==> config.mk <==
export PLATFORM = sky130hd
export DESIGN_NAME = constraint_sweeper
export DESIGN_NICKNAME = d
export VERILOG_FILES = /design/src/rtl/chain_pkg.sv /design/src/rtl/point_regfile.sv /design/src/rtl/constraint_sweeper.sv
export SDC_FILE = /design/constraint.sdc
export NUM_CORES = 2
export LEC_CHECK = 0
export CAP_MARGIN = 20
export CORE_UTILIZATION = 55
export DETAILED_ROUTE_END_ITERATION = 16
export PLACE_DENSITY = 0.71
export SKIP_CTS_REPAIR_TIMING = 1
export SYNTH_ARGS = -nofsm -noshare
export SYNTH_HDL_FRONTEND = slang
export SYNTH_SLANG_ARGS = --single-unit
==> constraint.sdc <==
create_clock -name clk -period 90.7 [get_ports clk]
set_input_delay 13.605 -clock clk [delete_from_list [all_inputs] [get_ports clk]]
set_output_delay 13.605 -clock clk [all_outputs]
set_load 0.005 [all_outputs]
==> src/rtl/chain_pkg.sv <==
// Shared types and constants for the chain relaxation pipeline.
// Imported by the sweeper, constraint and integrator stages.
package chain_pkg;

    localparam int WORD_W = 32;

    typedef enum logic [1:0] {
        IDLE,
        FETCH,
        APPLY,
        DONE
    } sweep_state_t;

    localparam logic [1:0] ALU_ADD  = 2'b00;
    localparam logic [1:0] ALU_SUB  = 2'b01;
    localparam logic [1:0] ALU_MULT = 2'b10;

    // Chain ends are anchored and never relaxed.
    function automatic logic is_pinned(input int idx, input int n_points);
        return (idx == 0) || (idx == n_points - 1);
    endfunction

endpackage

==> src/rtl/point_regfile.sv <==
// Chain point store: one write port, three neighbour reads around idx,
// and one readback read. Out-of-range reads return zero.
module point_regfile
    import chain_pkg::*;
#(
    parameter int N_POINTS = 16,
    parameter int ADDR_W   = 4,
    parameter int WORD_W   = chain_pkg::WORD_W
) (
    input  logic              clk,
    input  logic              reset,
    input  logic              we,
    input  logic [ADDR_W-1:0] waddr,
    input  logic [WORD_W-1:0] wx,
    input  logic [WORD_W-1:0] wy,
    input  logic [ADDR_W-1:0] idx,
    output logic [WORD_W-1:0] up_x,
    output logic [WORD_W-1:0] up_y,
    output logic [WORD_W-1:0] mid_x,
    output logic [WORD_W-1:0] mid_y,
    output logic [WORD_W-1:0] dn_x,
    output logic [WORD_W-1:0] dn_y,
    input  logic [ADDR_W-1:0] raddr,
    output logic [WORD_W-1:0] rx,
    output logic [WORD_W-1:0] ry
);

    logic [WORD_W-1:0] px [N_POINTS];
    logic [WORD_W-1:0] py [N_POINTS];

    logic [ADDR_W-1:0] a_up;
    logic [ADDR_W-1:0] a_dn;

    assign a_up = idx - ADDR_W'(1);
    assign a_dn = idx + ADDR_W'(1);

    always_ff @(posedge clk or posedge reset) begin
        if (reset) begin
            for (int i = 0; i < N_POINTS; i++) begin
                px[i] <= '0;
                py[i] <= '0;
            end
        end else if (we && (int'(waddr) < N_POINTS)) begin
            px[waddr] <= wx;
            py[waddr] <= wy;
        end
    end

    always_comb begin
        up_x  = '0;
        up_y  = '0;
        mid_x = '0;
        mid_y = '0;
        dn_x  = '0;
        dn_y  = '0;
        rx    = '0;
        ry    = '0;
        if (int'(a_up) < N_POINTS) begin
            up_x = px[a_up];
            up_y = py[a_up];
        end
        if (int'(idx) < N_POINTS) begin
            mid_x = px[idx];
            mid_y = py[idx];
        end
        if (int'(a_dn) < N_POINTS) begin
            dn_x = px[a_dn];
            dn_y = py[a_dn];
        end
        if (int'(raddr) < N_POINTS) begin
            rx = px[raddr];
            ry = py[raddr];
        end
    end

endmodule

==> src/rtl/constraint_sweeper.sv <==
// Gauss-Seidel sequencer: walks interior chain points through the
// external constraint datapath and writes each result back in place.
module constraint_sweeper
    import chain_pkg::*;
#(
    parameter int N_POINTS = 16,
    parameter int ADDR_W   = 4,
    parameter int ITER_W   = 4,
    parameter int WORD_W   = chain_pkg::WORD_W
) (
    input  logic              clk,
    input  logic              reset,
    input  logic              wr_en,
    input  logic [ADDR_W-1:0] wr_addr,
    input  logic [WORD_W-1:0] wr_x,
    input  logic [WORD_W-1:0] wr_y,
    input  logic              start,
    input  logic [ITER_W-1:0] iterations,
    output logic              busy,
    output logic              done,
    input  logic [ADDR_W-1:0] rd_addr,
    output logic [WORD_W-1:0] rd_x,
    output logic [WORD_W-1:0] rd_y,
    output logic [WORD_W-1:0] c_up_x,
    output logic [WORD_W-1:0] c_up_y,
    output logic [WORD_W-1:0] c_x,
    output logic [WORD_W-1:0] c_y,
    output logic [WORD_W-1:0] c_down_x,
    output logic [WORD_W-1:0] c_down_y,
    input  logic [WORD_W-1:0] c_res_x,
    input  logic [WORD_W-1:0] c_res_y
);

    localparam int LAST_IDX = N_POINTS - 2;

    sweep_state_t state, state_n;

    logic [ADDR_W-1:0] idx, idx_n;
    logic [ITER_W-1:0] iter_left, iter_n;

    logic              rf_we;
    logic [ADDR_W-1:0] rf_waddr;
    logic [WORD_W-1:0] rf_wx;
    logic [WORD_W-1:0] rf_wy;
    logic              load_c;

    logic [WORD_W-1:0] up_x, up_y, mid_x, mid_y, dn_x, dn_y;
    logic [WORD_W-1:0] rx, ry;

    point_regfile #(
        .N_POINTS (N_POINTS),
        .ADDR_W   (ADDR_W),
        .WORD_W   (WORD_W)
    ) u_regfile (
        .clk   (clk),
        .reset (reset),
        .we    (rf_we),
        .waddr (rf_waddr),
        .wx    (rf_wx),
        .wy    (rf_wy),
        .idx   (idx),
        .up_x  (up_x),
        .up_y  (up_y),
        .mid_x (mid_x),
        .mid_y (mid_y),
        .dn_x  (dn_x),
        .dn_y  (dn_y),
        .raddr (rd_addr),
        .rx    (rx),
        .ry    (ry)
    );

    always_ff @(posedge clk or posedge reset) begin
        if (reset) begin
            state     <= IDLE;
            idx       <= '0;
            iter_left <= '0;
        end else begin
            state     <= state_n;
            idx       <= idx_n;
            iter_left <= iter_n;
        end
    end

    always_comb begin
        state_n  = state;
        idx_n    = idx;
        iter_n   = iter_left;
        rf_we    = 1'b0;
        rf_waddr = wr_addr;
        rf_wx    = wr_x;
        rf_wy    = wr_y;
        load_c   = 1'b0;
        unique case (state)
            IDLE: begin
                rf_we = wr_en;
                if (start) begin
                    idx_n  = ADDR_W'(1);
                    iter_n = iterations;
                    if (iterations == '0) begin
                        state_n = DONE;
                    end else begin
                        state_n = FETCH;
                    end
                end
            end
            FETCH: begin
                load_c  = 1'b1;
                state_n = APPLY;
            end
            APPLY: begin
                rf_we    = !is_pinned(int'(idx), N_POINTS);
                rf_waddr = idx;
                rf_wx    = c_res_x;
                rf_wy    = c_res_y;
                if (int'(idx) < LAST_IDX) begin
                    idx_n   = idx + ADDR_W'(1);
                    state_n = FETCH;
                end else if (iter_left > ITER_W'(1)) begin
                    iter_n  = iter_left - ITER_W'(1);
                    idx_n   = ADDR_W'(1);
                    state_n = FETCH;
                end else begin
                    state_n = DONE;
                end
            end
            DONE: begin
                state_n = IDLE;
            end
            default: begin
                state_n = IDLE;
            end
        endcase
    end

    always_ff @(posedge clk or posedge reset) begin
        if (reset) begin
            c_up_x   <= '0;
            c_up_y   <= '0;
            c_x      <= '0;
            c_y      <= '0;
            c_down_x <= '0;
            c_down_y <= '0;
        end else if (load_c) begin
            c_up_x   <= up_x;
            c_up_y   <= up_y;
            c_x      <= mid_x;
            c_y      <= mid_y;
            c_down_x <= dn_x;
            c_down_y <= dn_y;
        end
    end

    always_ff @(posedge clk or posedge reset) begin
        if (reset) begin
            rd_x <= '0;
            rd_y <= '0;
        end else begin
            rd_x <= rx;
            rd_y <= ry;
        end
    end

    assign busy = (state == FETCH) || (state == APPLY);
    assign done = (state == DONE);

endmodule

* After elaboration in Yosys (flattened, before gate mapping) *
Cells that the tools add are included.
W data, S select, Z words.

word-level totals
  bits in latches = 0
  memory bits (writable) = 0
  output and inout port bits = 258
  bits in read-only memories = 0
  logic and storage cells = 123
  memories = 0
  input port bits = 144
  register bits = 1290

cells by class
  magnitude comparators = 8
  reduce and logical (&&, ||, !) cells = 10
  bitwise logic cells = 5
  add/subtract/negate cells = 3
  shift operators = 0
  $mul = 0
  mux-type cells = 46
  equal/unequal tests = 8
  div/mod/pow operators = 0

operators with widths
  cell                   number
  $bmux W32 S4           8
  $bwmux W512            2
  $mux W32               19
  $demux W32 S4          1
  $mux W4                7
  $ge A5 B5 Y1 const B   5
  $not A4 Y5             5
  $pmux W4 S2            2
  $logic_not A4 Y1       2
  $mux W2                4
  $pmux W2 S4            1
  $sub A4 B1 Y4 const B  2
  $ne A2 B2 Y1 const B   3
  $lt A5 B1 Y1 const B   1
  $add A4 B1 Y4 const B  1
  $eq A2 B2 Y1 const B   2
  $eq A4 B1 Y1 const B   1
  $gt A4 B1 Y1 const B   1
  $lt A4 B4 Y1 const B   1
  $reduce_and A4 Y1      1
  $ne A3 B3 Y1 const B   1
  $reduce_and A3 Y1      1
  $eq A2 B1 Y1 const B   1
  $logic_not A2 Y1       1
  other kinds (6)        7

* Logic depth before layout (Yosys ltp) *
  word-level depth = 8
  gate-level depth with buffers = 13
  depth with buffers taken out = 7

* Hierarchy *
Synthesis repeated with hierarchy kept, for this count alone.

second synthesis, totals
  cells, all modules = 5161
  area, all modules = 78150.0 um^2

modules (own cells, without submodules)
  module              times used  cells each  area an instance (um^2)
  point_regfile       1           4539        67987.7
  constraint_sweeper  1           622         10162.2

* Worst setup path after synthesis *
Ideal clock, no wire load.

  path type = in2reg
  start = input port rd_addr[1]
  end = register rd_y[14]
  stages on the path = 6
  library setup time = 0.138 ns
  slack = 75.253 ns
  arrival = 15.309 ns
  data required time = 90.562 ns
  path buffers = 4
  cell sequence = clkbuf_1 -> buf_2 -> buf_2 -> buf_1 -> mux4_2 -> mux4_2

between the ends
  longest elaborated chain between the ends = 4

RTL lines
  what                                          RTL line                   source
  start, declared                               constraint_sweeper.sv:21   input logic [ADDR_W-1:0] rd_addr,
  $not A4 Y5 (not written as such)              point_regfile.sv:72        ry = py[raddr];
  $bmux W32 S4                                  point_regfile.sv:72
  $mux W32 (not written as such) (2 in series)  point_regfile.sv:72
  net ry[14]                                    constraint_sweeper.sv:48   logic [WORD_W-1:0] rx, ry;
  end signal, assigned                          constraint_sweeper.sv:160  rd_y <= ry;
  end, declared                                 constraint_sweeper.sv:23   output logic [WORD_W-1:0] rd_y,

The timed path passes the listed nets, and every way through them passes these cells. The select of a mux whose other input is x is not followed.
A chain may end at the register's enable or synchronous reset.

* Final worst setup path *
  start = input port wr_addr[3]
  end = register u_regfile.px[169] (netlist name)

between the ends
  longest elaborated chain between the ends = 7
  elaborated cells on any way between the ends = 8
  those cells by class = order compare: 2; mux: 4; bitwise: 1; reduce/logical: 1

RTL lines
  what                                                                RTL line                  source
  start, declared                                                     constraint_sweeper.sv:14  input logic [ADDR_W-1:0] wr_addr,
  $mux W4 *                                                           constraint_sweeper.sv:94  unique case (state)
  $not A4 Y5 (not written as such) *                                  point_regfile.sv:44       px[waddr] <= wx;
  $ge A5 B5 Y1 (not written as such) or $lt A5 B1 Y1 (tied branches)  point_regfile.sv:44
  $logic_and A1 B1 Y1 (not written as such)                           point_regfile.sv:44
  $mux W32 (not written as such)                                      point_regfile.sv:44
  $demux W32 S4 *                                                     point_regfile.sv:44
  $bwmux W512 *                                                       point_regfile.sv:44
  end signal, assigned by index                                       point_regfile.sv:44
  end, declared                                                       point_regfile.sv:28       logic [WORD_W-1:0] px [N_POINTS];

Mark *: on every way between the ends. The rest lies on a longest branch, timed or not.

==> summary.log <==
INFO  power          static-leakage-power=0.0368uW
INFO  power          switching_share=41.1%
INFO  synth          post_synth.cell_area_avg=12.3squm
INFO  worst_setup_path critical_path.reg2reg.startpoint=idx[0]$_DFFE_PP0P_
INFO  placement      detailed_place_hpwl=154,000um
INFO  sta            fin_setup_tns=0ns
INFO  sta            timing.final.ws_setup=73.95ns
INFO  cts            worst_skew_pair.late_latency=0.82ns
INFO  worst_setup_path critical_path.reg2reg.endpoint=c_down_y[19]$_DFFE_PP0P_
INFO  placement      port_buffers=401
INFO  route          drt_iter0_drc=9,744
INFO  route          post_drt_wl_per_cell=33.4um
INFO  worst_hold_path holdPathEnd=c_down_y[7]$_DFFE_PP0P_
INFO  power          p_seq_share=32.6%
INFO  synth          syn_nets=6,474
INFO  floorplan      placementRows=137
INFO  worst_setup_path critPathLaunchType=input port
INFO  synth          synth_top_cell_by_area=dfrtp_1
INFO  power          ir_drop=0.0000377V
INFO  cts            h-tree-depth=4
INFO  finish         fin_nets=6,501
INFO  cts            cts.sink_count=1,290
INFO  route          drc_errors=0
INFO  global_route   grt_first_pass_wirelength=408,000um
INFO  floorplan      num_io_pins=402
INFO  route          routed_via_density=7.50
INFO  floorplan      floorplan.die_area=0.143sqmm
INFO  cts            clock_tree.buffer_depth=3
INFO  finish         most_common_cell_after_layout_fill_and_taps_aside=dfrtp_1
INFO  route          routed-via-count=62,568
INFO  power          power.net_switching=1430uW
INFO  route          drtPass1Iterations=8
INFO  power          power.density=39.7mW/mm^2
INFO  cts            tritoncts=done
INFO  sta            worst_slew_pin_slew=1.26ns
INFO  worst_setup_path timing.critical_path.to_type=flip-flop
INFO  floorplan      dieHeight=379um
INFO  worst_setup_path r2r_setup_slack=85.08ns
INFO  worst_setup_path critical_path_rt=91.38ns
INFO  sta            skew=0.0294ns
INFO  synth          synthCells=6,321
INFO  global_route   first_global_vias=61,427
INFO  global_route   antenna_found_initial=8
INFO  sta            final-max-slew-violation-count=0
INFO  power          fin_total_pwr=3470uW
INFO  global_route   grt_max_degree=180
INFO  worst_setup_path maximum_fanout_count_along_the_critical_path=68
INFO  sta            finalCritPeriodShare=18.5%
INFO  global_route   global_route.usage.total=38.8%
INFO  cts            path_clk_slew=0.06ns
INFO  worst_hold_path hold_path_depth=1
INFO  synth          yosysTopAreaCellShare=41.4%
INFO  synth          yosys_register_bits=1,290
INFO  route          route.final.wire_length=278,000um
INFO  floorplan      core-area=0.140sqmm
INFO  placement      place_ws=73.17ns
INFO  cts            cts_root_buf=clkbuf_16
INFO  power          p_int=2050uW
INFO  sta            clock.fmax=0.0597GHz
INFO  floorplan      initial_core_util=55.7%
INFO  sta            grt_setup_unrepaired=false
INFO  synth          ys_types=52
INFO  finish         area_growth=12.0%
INFO  finish         finish.cell_count_without_fillers=8,337
INFO  synth          yosysWarnings=0
INFO  synth          synthesis.area=0.0780sqmm
INFO  job            max-cap-violations=0
INFO  power          share_comb_of_total_power=49.6%
INFO  sta            slew_headroom=16.1%
INFO  power          clock_share_of_power=17.7%
INFO  floorplan      die_width=379um
INFO  sta            timing.final.setup_violations=0
INFO  global_route   gr-total-overflow=0
INFO  placement      global_placer_s_final_weighted_congestion=0.908
INFO  route          antenna_left=0
INFO  outcome        run_status=finished clean
INFO  worst_setup_path r2r_cell_count=8
INFO  worst_hold_path hold_path_startpoint=c_down_y[7]$_DFFE_PP0P_
INFO  worst_setup_path worstSetupPathType=in2reg
INFO  worst_hold_path holdCritPathClass=reg2reg
INFO  worst_setup_path cp_data_arrival_time=17.43ns
INFO  sta            period_needed=16.75ns
INFO  placement      place_inst=8,074
INFO  synth          netlist_top_cells_area=dfrtp_1 41%, mux4_2 22%, mux2_2 8.0%, mux2i_1 7.5%, o21ai_0 5.8%
INFO  sta            hold-worst-slack=0.477ns
INFO  sta            final-hold-violation-count=0
INFO  synth          synth_seq_area_share=41.4%
INFO  finish         most-common-layout-cells=1,287 x dfrtp_1, 912 x o21ai_0, 768 x mux4_2, 583 x mux2i_1, 574 x nand2_1
INFO  cts            cts_buffers=144
INFO  finish         layout-drive-gt1-share=26.9%
==> Yosys cell counts, drive strengths merged <==
library cell and count:
a21o 66, a21oi 71, a221oi 64, a22oi 2, a311oi 1, a32o 1, a32oi 63, and2 1
and3b 1, buf 341, clkbuf 290, dfrtp 1290, ha 9, inv 75, mux2 576, mux2i 583
mux4 768, nand2 578, nand2b 8, nand3 133, nand4 62, nor2 79, nor2b 2, nor3 5
nor4 1, o21a 1, o21ai 1037, o221ai 63, o22a 3, o22ai 131, o31ai 1, o32a 1
or2 6, or3b 1, or4 1, xnor2 4, xor2 2
==> worst max path at each step <==
stage          slack (ns)  depth (start not counted)                             to        from
2_1_floorplan       40.74                          1        c_down_x[0]$_DFFE_PP0P_       reset
3_3_place_gp        73.29                          5             rd_x[20]$_DFF_PP0_  rd_addr[0]
3_5_place_dp        73.17                          5             rd_x[18]$_DFF_PP0_  rd_addr[0]
4_1_cts             74.04                          5             rd_x[18]$_DFF_PP0_  rd_addr[0]
5_1_grt             73.79                          5             rd_x[13]$_DFF_PP0_  rd_addr[0]
6_report            73.95                          6  u_regfile.px[169]$_DFFE_PP0P_  wr_addr[3]
==> area by class of cell <==
| class | count | area, sq um |
|---|---|---|
| fillers | 10842 | 52800 |
| multi-input cells | 4325 | 42500 |
| flip-flops and latches | 1290 | 32300 |
| repair buffers | 512 | 5030 |
| clock buffers | 210 | 4230 |
| well taps | 1876 | 2350 |
| clock inverters | 46 | 703 |
| inverters | 75 | 297 |
| diodes | 3 | 7.51 |
==> kinds of logic (layout without fill, tap and decap cells) <==
kind of cell	after synthesis	count (layout)	synth area share (%)
AOI/OAI and AO/OA	1505	1505	11.2
muxes	1927	1927	38.0
other	0	3	0
adders and majority gates	9	9	0.144
DFF	1290	1290	41.4
xor gates and xnor gates	6	6	0.0673
and+or+nand+nor	878	878	4.77
buffers and inverters	706	843	4.49
==> critical path, cell delays in order <==
cell and delay, ns:
clkdlybuf4s50_1 0.58, a22oi_2 0.26, buf_4 0.80, nand2b_4 0.68
buf_4 0.95, mux2_2 0.43
==> per-stage QoR <==
step / utilization [%] / instance area, sq um
5_1_grt: 62.3 / 87400
6_report: 62.3 / 87400
2_1_floorplan: - / 78000
3_5_place_dp: 58.8 / 82400
3_3_place_gp: 58.8 / 82400
4_1_cts: 62.3 / 87300
==> registers in the layout (all words and copies together) (netlist names) <==
name / cells
c_down_x: 32
c_down_y: 32
c_up_x: 32
c_up_y: 32
c_x: 32
c_y: 32
idx: 4
iter_left: 4
rd_x: 32
rd_y: 32
state: 2
u_regfile.px: 512
u_regfile.py: 512
==> power by group through the flow <==
| stage | combinational, uW | clock (uW) | sequential, uW |
|---|---|---|---|
| after detailed placement | 1680 | 0 | 1120 |
| after global placement | 1640 | 0 | 1110 |
| after CTS | 1690 | 620 | 1110 |
| final | 1720 | 616 | 1130 |
| after floorplan | 1220 | 0 | 1010 |
| after global routing | 1820 | 643 | 1160 |
==> routing by layer <==
metal / track usage (%) / part of all wire, % / vias up
met2: 56.7 / 44 / 5096
met5: 0.103 / 0.024 / -
li1: - / - / 24497
met1: 51.4 / 36 / 31859
met4: 22.0 / 6.3 / 10
met3: 11.9 / 13 / 1106
No activity file was read; power rests on OpenSTA's default activity.
